### src/rtl/cop0_exc_sequencer.sv
// cop0_exc_sequencer
// Exception-entry sequencer and owner of the single COP0 write port.
// When idle, pipeline MTC0/ERET writes pass straight through. A committed
// exception stalls the pipeline, then writes EPC (skipped if EXL was already
// set), Cause and Status in turn. With COP0_BADVADDR_EN defined, BadVAddr is
// also written when the faulting address is valid. The sequence ends with a
// one-cycle flush and a redirect to EXC_VECTOR.
// Optional feature macro: COP0_BADVADDR_EN
module cop0_exc_sequencer #(
  parameter logic [31:0] EXC_VECTOR = 32'hBFC0_0380
) (
  input  logic        clk,
  input  logic        reset,
  input  logic        pipe_we,
  input  logic [7:0]  pipe_addr,
  input  logic [31:0] pipe_wdata,
  input  logic        exc_req,
  input  logic [4:0]  exc_code,
  input  logic [31:0] exc_pc,
  input  logic        exc_bd,
  input  logic [31:0] exc_badvaddr,
  input  logic        exc_badvaddr_vld,
  input  logic [31:0] status_rdata,
  input  logic [31:0] cause_rdata,
  output logic        cop0_we,
  output logic [7:0]  cop0_addr,
  output logic [31:0] cop0_wdata,
  output logic        stall,
  output logic        flush,
  output logic        redirect_vld,
  output logic [31:0] redirect_pc,
  output logic        busy
);

  localparam logic [7:0] ADDR_EPC      = 8'h70;
  localparam logic [7:0] ADDR_CAUSE    = 8'h68;
  localparam logic [7:0] ADDR_STATUS   = 8'h60;
`ifdef COP0_BADVADDR_EN
  localparam logic [7:0] ADDR_BADVADDR = 8'h40;
`endif

  typedef enum logic [2:0] {
    IDLE,
    W_EPC,
    W_CAUSE,
    W_STATUS,
`ifdef COP0_BADVADDR_EN
    W_BADVA,
`endif
    REDIRECT
  } state_t;

  state_t      state;
  logic [4:0]  l_code;
  logic [31:0] l_pc;
  logic        l_bd;
  logic        l_exl;
`ifdef COP0_BADVADDR_EN
  logic [31:0] l_bva;
  logic        l_bva_vld;
`else
  logic        unused_bva;
  assign unused_bva = ^{exc_badvaddr, exc_badvaddr_vld};
`endif

  // Sequencer state and the exception fields captured on entry
  always_ff @(posedge clk) begin
    if (reset) begin
      state     <= IDLE;
      l_code    <= '0;
      l_pc      <= '0;
      l_bd      <= 1'b0;
      l_exl     <= 1'b0;
`ifdef COP0_BADVADDR_EN
      l_bva     <= '0;
      l_bva_vld <= 1'b0;
`endif
    end else begin
      case (state)
        IDLE: begin
          if (exc_req) begin
            l_code    <= exc_code;
            l_pc      <= exc_pc;
            l_bd      <= exc_bd;
            l_exl     <= status_rdata[1];
`ifdef COP0_BADVADDR_EN
            l_bva     <= exc_badvaddr;
            l_bva_vld <= exc_badvaddr_vld;
`endif
            state     <= status_rdata[1] ? W_CAUSE : W_EPC;
          end
        end
        W_EPC:    state <= W_CAUSE;
        W_CAUSE:  state <= W_STATUS;
`ifdef COP0_BADVADDR_EN
        W_STATUS: state <= l_bva_vld ? W_BADVA : REDIRECT;
        W_BADVA:  state <= REDIRECT;
`else
        W_STATUS: state <= REDIRECT;
`endif
        REDIRECT: state <= IDLE;
        default:  state <= IDLE;
      endcase
    end
  end

  // Write-port mux and control strobes; Cause/Status are read-modify-write
  // of the live register values, so these outputs are decoded from state
  // rather than registered. Everything is held at zero while reset is high.
  always_comb begin
    cop0_we      = 1'b0;
    cop0_addr    = '0;
    cop0_wdata   = '0;
    stall        = 1'b0;
    flush        = 1'b0;
    redirect_vld = 1'b0;
    redirect_pc  = '0;
    busy         = 1'b0;
    if (!reset) begin
      busy  = (state != IDLE);
      stall = (state != IDLE);
      case (state)
        IDLE: begin
          if (exc_req) begin
            stall = 1'b1;
          end else begin
            cop0_we    = pipe_we;
            cop0_addr  = pipe_addr;
            cop0_wdata = pipe_wdata;
          end
        end
        W_EPC: begin
          cop0_we    = 1'b1;
          cop0_addr  = ADDR_EPC;
          cop0_wdata = l_bd ? (l_pc - 32'd4) : l_pc;
        end
        W_CAUSE: begin
          cop0_we    = 1'b1;
          cop0_addr  = ADDR_CAUSE;
          cop0_wdata = {(l_exl ? cause_rdata[31] : l_bd), cause_rdata[30:7],
                        l_code, cause_rdata[1:0]};
        end
        W_STATUS: begin
          cop0_we    = 1'b1;
          cop0_addr  = ADDR_STATUS;
          cop0_wdata = status_rdata | 32'h0000_0002;
        end
`ifdef COP0_BADVADDR_EN
        W_BADVA: begin
          cop0_we    = 1'b1;
          cop0_addr  = ADDR_BADVADDR;
          cop0_wdata = l_bva;
        end
`endif
        REDIRECT: begin
          flush        = 1'b1;
          redirect_vld = 1'b1;
          redirect_pc  = EXC_VECTOR;
        end
        default: begin
          cop0_we = 1'b0;
        end
      endcase
    end
  end

endmodule

### config.mk
export PLATFORM = sky130hd
export DESIGN_NAME = cop0_exc_sequencer
export DESIGN_NICKNAME = d
export VERILOG_FILES = /design/src/rtl/cop0_exc_sequencer.sv
export SDC_FILE = /design/constraint.sdc
export NUM_CORES = 1
export LEC_CHECK = 0
export BUFFER_PORTS_ARGS = -buffer_cell sky130_fd_sc_hd__buf_2
export CAP_MARGIN = 10
export CORE_AREA = 2 2 100 102
export DETAILED_ROUTE_END_ITERATION = 8
export DIE_AREA = 0 0 102 104
export PLACE_DENSITY = 0.74
export SLEW_MARGIN = 5
export SYNTH_ARGS = -nofsm -noshare
export SYNTH_HDL_FRONTEND = slang
export SYNTH_SLANG_ARGS = --single-unit
### constraint.sdc
create_clock -name clk -period 2.4 [get_ports clk]
set_clock_uncertainty 0.15 [all_clocks]
set_input_delay 0.12 -clock clk [delete_from_list [all_inputs] [get_ports clk]]
set_output_delay 0.12 -clock clk [all_outputs]
set_load 0.01 [all_outputs]
# Yosys cells after proc, flatten, opt, wreduce, memory -nomap -nowiden
# Index checks and enable logic that the tools add are counted.
totals:
  ff_bits: 42
  input_bits: 179
  output_inout_bits: 77
op_classes:
  n_eq_ne: 5
  n_reduce_logical: 4
  muxes: 22
  addsub: 1
ops:
  columns: ["op", "count"]
  rows:
  - ["2-to-1 mux 32 bit", 5]
  - ["case mux 32 bit (4 select lines)", 1]
  - ["case mux 8 bit (4 select lines)", 1]
  - ["subtractor 32 x 3 -> 32 bit, second input constant", 1]
  - ["2-to-1 mux 8 bit", 2]
  - ["case mux 3 bit (4 select lines)", 1]
  - ["2-to-1 mux 1 bit", 9]
  - ["== test 3 x 2 -> 1 bit, second input constant", 2]
  - ["== test 3 x 1 -> 1 bit, second input constant", 1]
  - ["== test 3 bit, second input constant", 1]
  - ["logical NOT 3 bit", 1]
  - ["2-to-1 mux 3 bit", 1]
  - ["nonzero test 3 bit", 1]
  - ["OR reduction 3 bit", 1]
  - ["2-to-1 mux 2 bit", 1]
  - ["!= test 2 bit, second input constant", 1]
  - ["case mux 1 bit (2 select lines)", 1]
  - ["AND reduction 2 bit", 1]

# Logic depth before layout (Yosys ltp)
# Gate-level depths: netlist (run 1).
logic_depth:
  depth_word: 4
  depth_mapped: 7
  mapped_depth_nobuf: 7

# Worst setup path before layout (run 1)
# Ideal clock, no wire load.
synth_timing:
  kind: "flip-flop to output port"
  start: "register state[0]"
  end: "output port redirect_pc[22]"
  path_stages_with_launch: 5
  path_buffers: 3
  path_slack_ns: -0.388
  t_arrival_ns: 2.518
  t_required_ns: 2.130
  path_cell_list: "dfxtp_1 > clkbuf_1 > clkbuf_1 > nor4b_1 > buf_4"
synth_via:
  elab_chain_cells: 3
synth_rtl:
  columns: ["item", "line_no", "source"]
  rows:
  - ["start, declared", "53", "state_t state;"]
  - ["start signal, assigned", "90", "state <= status_rdata[1] ? W_CAUSE : W_EPC;"]
  - ["== test 3 bit", "122", "case (state)"]
  - ["2-to-1 mux 32 bit", "122", null]
  - ["2-to-1 mux 32 bit", "119", "if (!reset) begin"]
  - ["end, declared", "31", "output logic [31:0] redirect_pc,"]
# Every way passes these cells.

# Worst setup path in the final report (run 1)
layout_timing:
  start: "register l_pc[10]"
  end: "output port cop0_wdata[26]"
layout_via:
  elab_chain_cells: 4
layout_rtl:
  columns: ["item", "line_no", "source"]
  rows:
  - ["start, declared", "55", "logic [31:0] l_pc;"]
  - ["start signal, assigned", "83", "l_pc <= exc_pc;"]
  - ["subtractor 32 x 3 -> 32 bit", "135", "cop0_wdata = l_bd ? (l_pc - 32'd4) : l_pc;"]
  - ["2-to-1 mux 32 bit", "135", null]
  - ["case mux 32 bit (4 select lines)", "122", null]
  - ["2-to-1 mux 32 bit", "119", null]
  - ["end, declared", "27", "output logic [31:0] cop0_wdata,"]
# Every way passes these cells.

==> results of run 1 <==
[state kept, by name, indices dropped and copies added (netlist names)]
| signal | cells |
|---|---|
| state | 3 |
| l_code | 5 |
| l_exl | 1 |
| l_bd | 1 |
| l_pc | 32 |
[kinds of logic after synthesis]
logic type               Yosys count  synth area share (%)
AND/OR/NAND/NOR                  200                  28.3
AO/OA/AOI/OAI                    118                  21.5
buffers and inverters             70                  12.0
flip-flops                        42                  25.7
XOR/XNOR                          25                  6.69
multiplexers                      17                  5.28
adder cells (fa/ha/maj)            1                 0.382
other                              1                 0.115
[worst max-delay path, delay by kind of cell (launching register included)]
kind            cells  cell delay, ns
simple gates        3            1.53
buf+inv             1            0.16
flops               1            0.32
compound gates      2            0.24
[placed cells by master, fill, tap and decap left out, types with 4 or more instances in the layout]
| cell | Yosys | layout |
|---|---|---|
| buf_2 | 0 | 196 |
| buf_4 | 33 | 32 |
| nor3_4 | 0 | 4 |
| dfxtp_2 | 0 | 5 |
| nor3_1 | 11 | 5 |
| o22ai_1 | 17 | 15 |
| and2_1 | 7 | 7 |
| xnor2_1 | 12 | 10 |
| conb_1 | 1 | 20 |
| dfxtp_1 | 42 | 37 |
| a222oi_1 | 13 | 13 |
| xor2_1 | 13 | 11 |
| nor4_4 | 0 | 6 |
| clkbuf_8 | 0 | 5 |
| nand2_1 | 103 | 101 |
| or3_1 | 5 | 4 |
| a21oi_1 | 71 | 70 |
| mux2i_1 | 15 | 15 |
| nor4_2 | 1 | 4 |
| dlygate4sd3_1 | 0 | 39 |
| nor2_1 | 34 | 32 |
| buf_6 | 1 | 5 |
[timing repair]
| action | CTS | global route |
|---|---|---|
| pin swaps | 7 | 23 |
| endpoints found under the hold margin | 40 | 0 |
| hold buffers | 39 | 0 |
| gates resized for setup | 21 | 39 |
| setup endpoints to repair | 20 | 31 |
| buffers inserted | 1 | 3 |
[area by class of cell]
cell class	instances	area share (%)
Tap cell	133	3.21
Inverter	2	0.145
Clock buffer	6	1.40
Timing Repair Buffer	273	32.6
Clock inverter	1	0.145
Sequential cell	42	16.3
Multi-Input combinational cell	381	46.2
Antenna cell	1	0.0483
[cells in the mapped netlist, types with 7 or more instances]
master    count  area (um^2)
clkbuf_1     33          124
nor4_1       12         75.1
mux2i_1      15          150
nor3_1       11         55.1
and2_1        7         43.8
nand2_1     103          387
xor2_1       13          114
o22ai_1      17          106
a21oi_1      71          355
buf_4        33          248
xnor2_1      12          105
nor2_1       34          128
dfxtp_1      42          841
a222oi_1     13          130
[layer usage]
metal	vias up	share of wire [%]	track usage [%]
met4	0	4.3	10.0
met1	1953	40	28.9
met2	246	47	38.9
met5	-	0	0
li1	2075	-	-
met3	49	8.6	4.64
[worst paths after layout]
check        slack, ns  cells after the start        endpoint
max              -0.43                      6  cop0_wdata[26]
min                0.1                      2        l_pc[31]
max reg2reg       0.47                      6        l_pc[10]
min reg2reg       0.31                      2       l_code[2]
[report_power, final]
part / switching (mW) / total (mW) / internal, mW
clock network: 0.235 / 0.435 / 0.199
logic: 0.610 / 1.13 / 0.516
registers: 0.0670 / 0.820 / 0.753
[per-stage QoR]
stage                     std cells  utilization, %  power (mW)
after global placement          788            46.1        1.73
after detailed placement        788            46.1        1.75
after global routing            839            54.3        2.52
final                           839            54.3        2.38
after floorplan                 493               -        1.39
after CTS                       835            52.1        2.28
==> results.json, run 1 <==
{
  "postSynthCellCount": 474,
  "detailed_place_hpwl_um": 10000,
  "hold_start": "reset",
  "critical_path.cell_chain": "or4_4, or4_4, nor4_2, o21ai_2, a21oi_2, buf_2",
  "pin_count": 256,
  "syn_area_mm2": 0.00327,
  "clk_pin_slew_ns": 0.08,
  "fmax_ghz": 0.353,
  "grt_pass1_vias": 4035,
  "status": "finished, violations left",
  "totalNegativeSetupSlack_ns": -4.47,
  "synth-edff-count": 0,
  "start_util_pct": 34.3,
  "cp_max_fo": 8,
  "hold_viol": 0,
  "arrival_ns": 2.56,
  "layout_min_cycle_time_ns": 2.83,
  "setup_viol": 18,
  "power.density_mw_per_mm2": 459,
  "final-seq-area_um2": 847,
  "drt_drc_violations_left": 0,
  "leakage_nw": 2.32,
  "place_area_mm2": 0.00440,
  "seq_area_frac_synth_pct": 25.7,
  "portBuffers": 197,
  "grt_pass1_wl_um": 19800,
  "maxCapViolCount": 0,
  "hold_class": "in -> reg",
  "cts_root_buffer": "clkbuf_8",
  "ys_types": 43,
  "detail-route-antenna-nets": 0,
  "setup_slack_ns": -0.433,
  "dieHeight_um": 104,
  "grt_use_total_pct": 23.3,
  "timing.slew.headroom_pct": 62.5,
  "grt_start_max_net_pins": 40,
  "die_area_mm2": 0.0106,
  "rsz0062_at_grt": "true",
  "report.final.slew_viol_count": 0,
  "core-area_mm2": 0.00955,
  "fin_crit_sh_pct": 118,
  "drtIter0Drc": 442,
  "cpMostUsedCell": "or4_4",
  "ys.flop_type": "dfxtp_1",
  "wl_per_cell_um": 15.8,
  "antenna_found_initial": 1,
  "cts_made_buffers": 5,
  "overflow": 0,
  "synth-seq-cells": 42,
  "final_nets": 885,
  "fin_area_mm2": 0.00518,
  "cts.htree.levels": 2,
  "avgSynthCellArea_um2": 6.90,
  "rows": 36,
  "die_w_um": 102,
  "cts_tree": "built",
  "vias_per_cell": 5.15,
  "r2r_start": "state[0]",
  "drt_pre_antenna_iters": 8,
  "slowest_stage": "or4_4",
  "wl_um": 13300,
  "preCtsSetupSlack_ns": -0.0981,
  "cp_data_required_time_ns": 2.13,
  "cts.sinks": 42,
  "slowest_delay_ns": 0.65,
  "ys.warnings.count": 0,
  "multi_input_area_mm2": 0.00239,
  "layout-drive-gt1-share_pct": 41.3,
  "synthArstFlopShare_pct": 0,
  "worstMarginPinSlew_ns": 0.563,
  "vias": 4323,
  "hold_ws_ns": 0.0963,
  "clock_latency_ns": 0.29,
  "end_kind": "primary output",
  "gp_congestion": 0.896,
  "fillers": 920,
  "crit_type": "reg -> out",
  "ir_drop_v": 0.000287,
  "critical_path.startpoint_type": "flip-flop",
  "violations": "setup timing",
  "cts_buffer_depth": 2,
  "areaGrowthSynthToFinish_pct": 58.4,
  "crit_start": "l_pc[10]"
}
(Power assumes the default switching activity.)
==> run 2: changes to the inputs <==
CORE_AREA = unset   (was 2 2 100 102)
CORE_MARGIN = 2   (was unset)
CORE_UTILIZATION = 25   (was unset)
DIE_AREA = unset   (was 0 0 102 104)
PLACE_DENSITY = unset   (was 0.74)
==> results.json, run 2 (synthesis gave the netlist of run 1 again) <==
{
  "grt_pass1_wl_um": 21000,
  "die_area_mm2": 0.0140,
  "clock_latency_ns": 0.28,
  "setup_viol": 13,
  "core-area_mm2": 0.0127,
  "drtIter0Drc": 242,
  "portBuffers": 197,
  "hold_viol": 0,
  "worstMarginPinSlew_ns": 0.834,
  "fillers": 1368,
  "ir_drop_v": 0.000263,
  "met3_length_um": 805,
  "crit_type": "reg -> out",
  "layout_common_cells": "buf_2 (196), nand2_1 (102), a21oi_1 (71)",
  "wl_um": 13400,
  "overflow": 0,
  "dieHeight_um": 118,
  "start_util_pct": 25.7,
  "path_buf_inv": 2,
  "hold_class": "in -> reg",
  "cpMostUsedCell": "or4_4",
  "regMostFlops": "l_pc",
  "violations": "setup timing",
  "leakage_nw": 2.36,
  "cts_buffer_depth": 2,
  "pin_count": 256,
  "report.final.slew_viol_count": 0,
  "detail-route-antenna-nets": 0,
  "drt-met1-wl_um": 5920,
  "hold_ws_ns": 0.170,
  "antenna_found_initial": 2,
  "grt_pass1_vias": 4087,
  "rsz0062_at_grt": "true",
  "grt_start_max_net_pins": 40,
  "dr_wl_met2_um": 6490,
  "slowest_delay_ns": 0.53,
  "layout_commonest_cell": "buf_2",
  "status": "finished, violations left",
  "cp_data_required_time_ns": 2.13,
  "cts_root_buffer": "clkbuf_16",
  "cts.htree.levels": 2,
  "clk_pin_slew_ns": 0.06,
  "rows": 41,
  "final_nets": 888,
  "cts_made_buffers": 5,
  "slowest_stage": "or4_4",
  "critical_path.startpoint_type": "flip-flop",
  "totalNegativeSetupSlack_ns": -2.87,
  "end_kind": "primary output",
  "cts.sinks": 42,
  "power.density_mw_per_mm2": 494,
  "die_w_um": 118,
  "top_regs": "l_pc: 32 flops, l_code: 5 flops, state: 3 flops",
  "grt_use_total_pct": 18.7,
  "cts_tree": "built",
  "maxUsedRoutingLayer": "met4",
  "critical_path.cell_chain": "or4_4, or4_4, buf_6, nor3_2, xnor2_2, o22ai_1, buf_2",
  "areaGrowthSynthToFinish_pct": 60.5,
  "fin_crit_sh_pct": 112,
  "layout_min_cycle_time_ns": 2.68,
  "vias_per_cell": 4.67,
  "vias": 4122,
  "cp_max_fo": 6,
  "drt_drc_violations_left": 0,
  "drt_pre_antenna_iters": 5,
  "layout-drive-gt1-share_pct": 40.8,
  "detailed_place_hpwl_um": 10400,
  "arrival_ns": 2.41,
  "largest_reg_flops": 32,
  "cp_top_family": "simple AND/OR/NAND/NOR gates",
  "maxCapViolCount": 0,
  "wl_per_cell_um": 15.2,
  "timing.slew.headroom_pct": 44.3,
  "setup_slack_ns": -0.276,
  "fmax_ghz": 0.374,
  "gp_congestion": 0.871
}
==> run 2: changes by cell type in the layout (fill, tap and decap cells not counted), moves of 2 or more <==
| cell | delta |
|---|---|
| clkbuf_16 | +5 |
| clkbuf_8 | -4 |
| buf_4 | +5 |
| buf_6 | -3 |
| nor3b_2 | -2 |
| nand3_1 | +2 |
| dfxtp_2 | +2 |
| nor3_2 | +3 |
| nor3_4 | -4 |
| nand3_2 | -2 |
| dfxtp_1 | -2 |
==> run 2: worst reg2reg max path, delay by kind of cell (launching register included) <==
kind            cells  cell delay [ns]
compound gates      1             0.12
buf+inv             2             0.41
flops               1             0.34
simple gates        3             0.66
==> run 2: worst paths after layout <==
path / startpoint / to / slack, ns / cells after the start
setup / recovery: l_pc[13] / cop0_wdata[25] / -0.28 / 7
hold / removal: reset / l_code[2] / 0.17 / 3
setup reg to reg: state[0] / l_bd / 0.65 / 6
hold reg to reg: l_pc[1] / l_pc[1] / 0.30 / 2
==> run 2: repair_timing <==
| item | 4_1_cts | 5_1_grt |
|---|---|---|
| gates resized for setup | 24 | 20 |
| hold endpoints to repair | 41 | 0 |
| hold buffers | 39 | 0 |
| pin swaps | 23 | 8 |
| setup buffers | 1 | 1 |
| setup endpoints to repair | 26 | 26 |
==> run 2: layout make-up <==
class / count / area (um^2) / area share [%]
inverter: 2 / 7.51 / 0.143
timing repair buffer: 276 / 1710 / 32.6
antenna: 1 / 2.50 / 0.0477
clock buffer: 6 / 139 / 2.64
tap: 172 / 215 / 4.10
clock inverter: 2 / 12.5 / 0.238
sequential: 42 / 850 / 16.2
multi-input combinational: 381 / 2310 / 44.1
==> run 2: where the power goes <==
group          switching, mW  total (mW)  internal [mW]
Sequential            0.0480       0.802          0.754
Combinational          0.595        1.11          0.512
Clock                  0.275       0.687          0.412
Total                  0.918        2.60           1.68
==> run 2: per-layer routing <==
layer | track usage, % | vias up
li1 | - | 2086
met1 | 23.5 | 1884
met2 | 32.7 | 139
met3 | 3.57 | 13
met4 | 4.69 | 0
met5 | 0 | -
==> run 2: metrics by stage <==
stage	setup WS [ns]	power (mW)	utilization, %	cells	area, um^2
after global routing	-0.380	2.76	41.3	881	5250
after detailed placement	-0.150	1.78	35.4	832	4500
final	-0.276	2.60	41.3	882	5250
after CTS	-0.317	2.58	40.5	880	5160
after floorplan	0.00369	1.39	-	493	3360
after global placement	-0.148	1.78	35.4	832	4500
==> run 3: changes to the inputs <==
MAX_ROUTING_LAYER = met4   (was unset)
RECOVER_POWER = 50   (was unset)
==> results.json, run 3 (synthesis gave the netlist of run 1 again) <==
{
  "status": "finished, violations left",
  "fillers": 1370,
  "grt_start_max_net_pins": 40,
  "fmax_ghz": 0.374,
  "detail-route-antenna-nets": 0,
  "antenna_found_initial": 2,
  "hold_start": "reset",
  "fin_area_mm2": 0.00523,
  "rows": 41,
  "layout_commonest_cell": "buf_2",
  "pin_count": 256,
  "cts_buffer_depth": 2,
  "clk_pin_slew_ns": 0.06,
  "fin_crit_sh_pct": 112,
  "rsz0062_at_grt": "true",
  "r2r_start": "state[2]",
  "final_nets": 888,
  "grt_use_total_pct": 19.2,
  "reg2reg_slack_ns": 0.22,
  "drt_pre_antenna_iters": 5,
  "layout-drive-gt1-share_pct": 40.5,
  "core-area_mm2": 0.0127,
  "setup_viol": 31,
  "vias": 4125,
  "maxCapViolCount": 0,
  "largest_reg_flops": 32,
  "clock_latency_ns": 0.28,
  "report.final.slew_viol_count": 0,
  "layout_common_cells": "buf_2 (196), nand2_1 (102), a21oi_1 (71)",
  "cts_root_buffer": "clkbuf_16",
  "worst_hold_path.endpoint": "l_code[2]",
  "timing.slew.headroom_pct": 44.9,
  "regMostFlops": "l_pc",
  "detailed_place_hpwl_um": 10400,
  "rr_endpoint": "l_pc[11]",
  "cts_made_buffers": 5,
  "ir_drop_v": 0.000263,
  "gp_congestion": 0.885,
  "layout_min_cycle_time_ns": 2.68,
  "preCtsSetupSlack_ns": -0.150,
  "drt_drc_violations_left": 0,
  "drtIter0Drc": 302,
  "hold_viol": 0,
  "wl_per_cell_um": 15.2,
  "start_util_pct": 25.7,
  "setup_slack_ns": -0.277,
  "place_area_mm2": 0.00450,
  "final-seq-area_um2": 850,
  "die_area_mm2": 0.0140,
  "violations": "setup timing",
  "holdPathStages": 3,
  "grt_pass1_wl_um": 21000,
  "cts.htree.levels": 2,
  "critical_path.startpoint_type": "flip-flop",
  "worstMarginPinSlew_ns": 0.827,
  "overflow": 0,
  "areaGrowthSynthToFinish_pct": 59.8,
  "power.density_mw_per_mm2": 495,
  "crit_type": "reg -> out",
  "multi_input_area_mm2": 0.00230,
  "cp_max_fo": 6,
  "die_w_um": 118,
  "grt_pass1_vias": 4091,
  "portBuffers": 197,
  "hold_class": "in -> reg",
  "arrival_ns": 2.41,
  "wl_um": 13400,
  "dieHeight_um": 118,
  "vias_per_cell": 4.68,
  "end_kind": "primary output",
  "leakage_nw": 2.35,
  "totalNegativeSetupSlack_ns": -4.35,
  "top_regs": "l_pc: 32 flops, l_code: 5 flops, state: 3 flops",
  "rr_worst_depth": 6,
  "cp_data_required_time_ns": 2.13,
  "cts.sinks": 42,
  "cts_tree": "built"
}
==> run 3: cell types whose count changed in the layout (fill, tap and decap cells not counted) <==
cell	previous run	this run
buf_4	37	35
clkbuf_1	0	1
clkbuf_2	0	1
nor4_4	6	5
nor4_1	4	5
==> run 3: where the power goes <==
group / switching, mW / internal [mW] / total, mW
clock network: 0.275 / 0.412 / 0.687
logic: 0.592 / 0.508 / 1.10
registers: 0.0481 / 0.755 / 0.803
==> run 3: what timing repair did <==
action	4_1_cts	5_1_grt
pin swaps	23	9
setup endpoints to repair	26	27
gates resized for setup	24	20
setup buffers	1	1
hold buffers	39	0
endpoints found under the hold margin	41	0
==> run 3: cell type report <==
type	count	area share (%)
multi-input cells	381	43.9
repair buffers	276	32.6
flip-flops and latches	42	16.2
well taps	172	4.11
clock buffers	6	2.66
clock inverters	2	0.239
inverters	2	0.144
diodes	1	0.0478
==> run 3: worst max path at each step <==
stage,from,endpoint,depth (start not counted)
global route,l_pc[13],cop0_wdata[29],6
detailed placement,l_pc[10],cop0_wdata[31],6
finish,l_pc[13],cop0_wdata[25],7
floorplan,l_pc[10],cop0_wdata[29],6
CTS,l_pc[13],cop0_wdata[26],7
global placement,l_pc[10],cop0_wdata[31],6
==> run 3: critical path, stage by stage (launching register included) <==
cell	delay, ns
dfxtp_2	0.32
or4_4	0.53
or4_4	0.47
buf_6	0.16
nor3_2	0.23
xnor2_2	0.15
o22ai_1	0.09
buf_2	0.18
==> run 3: stage by stage <==
step	power, mW	hold slack (ns)	utilization [%]	cells
after floorplan	1.39	0.106	-	493
after global placement	1.78	0.213	35.4	832
after detailed placement	1.78	0.216	35.4	832
after CTS	2.58	0.169	40.5	880
after global routing	2.76	0.199	41.1	882
final	2.59	0.174	41.1	882
==> run 3: layer usage <==
layer	vias to the layer above	global-route usage, %	part of all wire [%]	routed length (um)
met3	14	3.52	6.1	819
met5	-	-	0	0
met4	0	4.69	1.5	195
met1	1883	23.5	44	5910
li1	2085	-	-	-
met2	143	32.7	48	6470
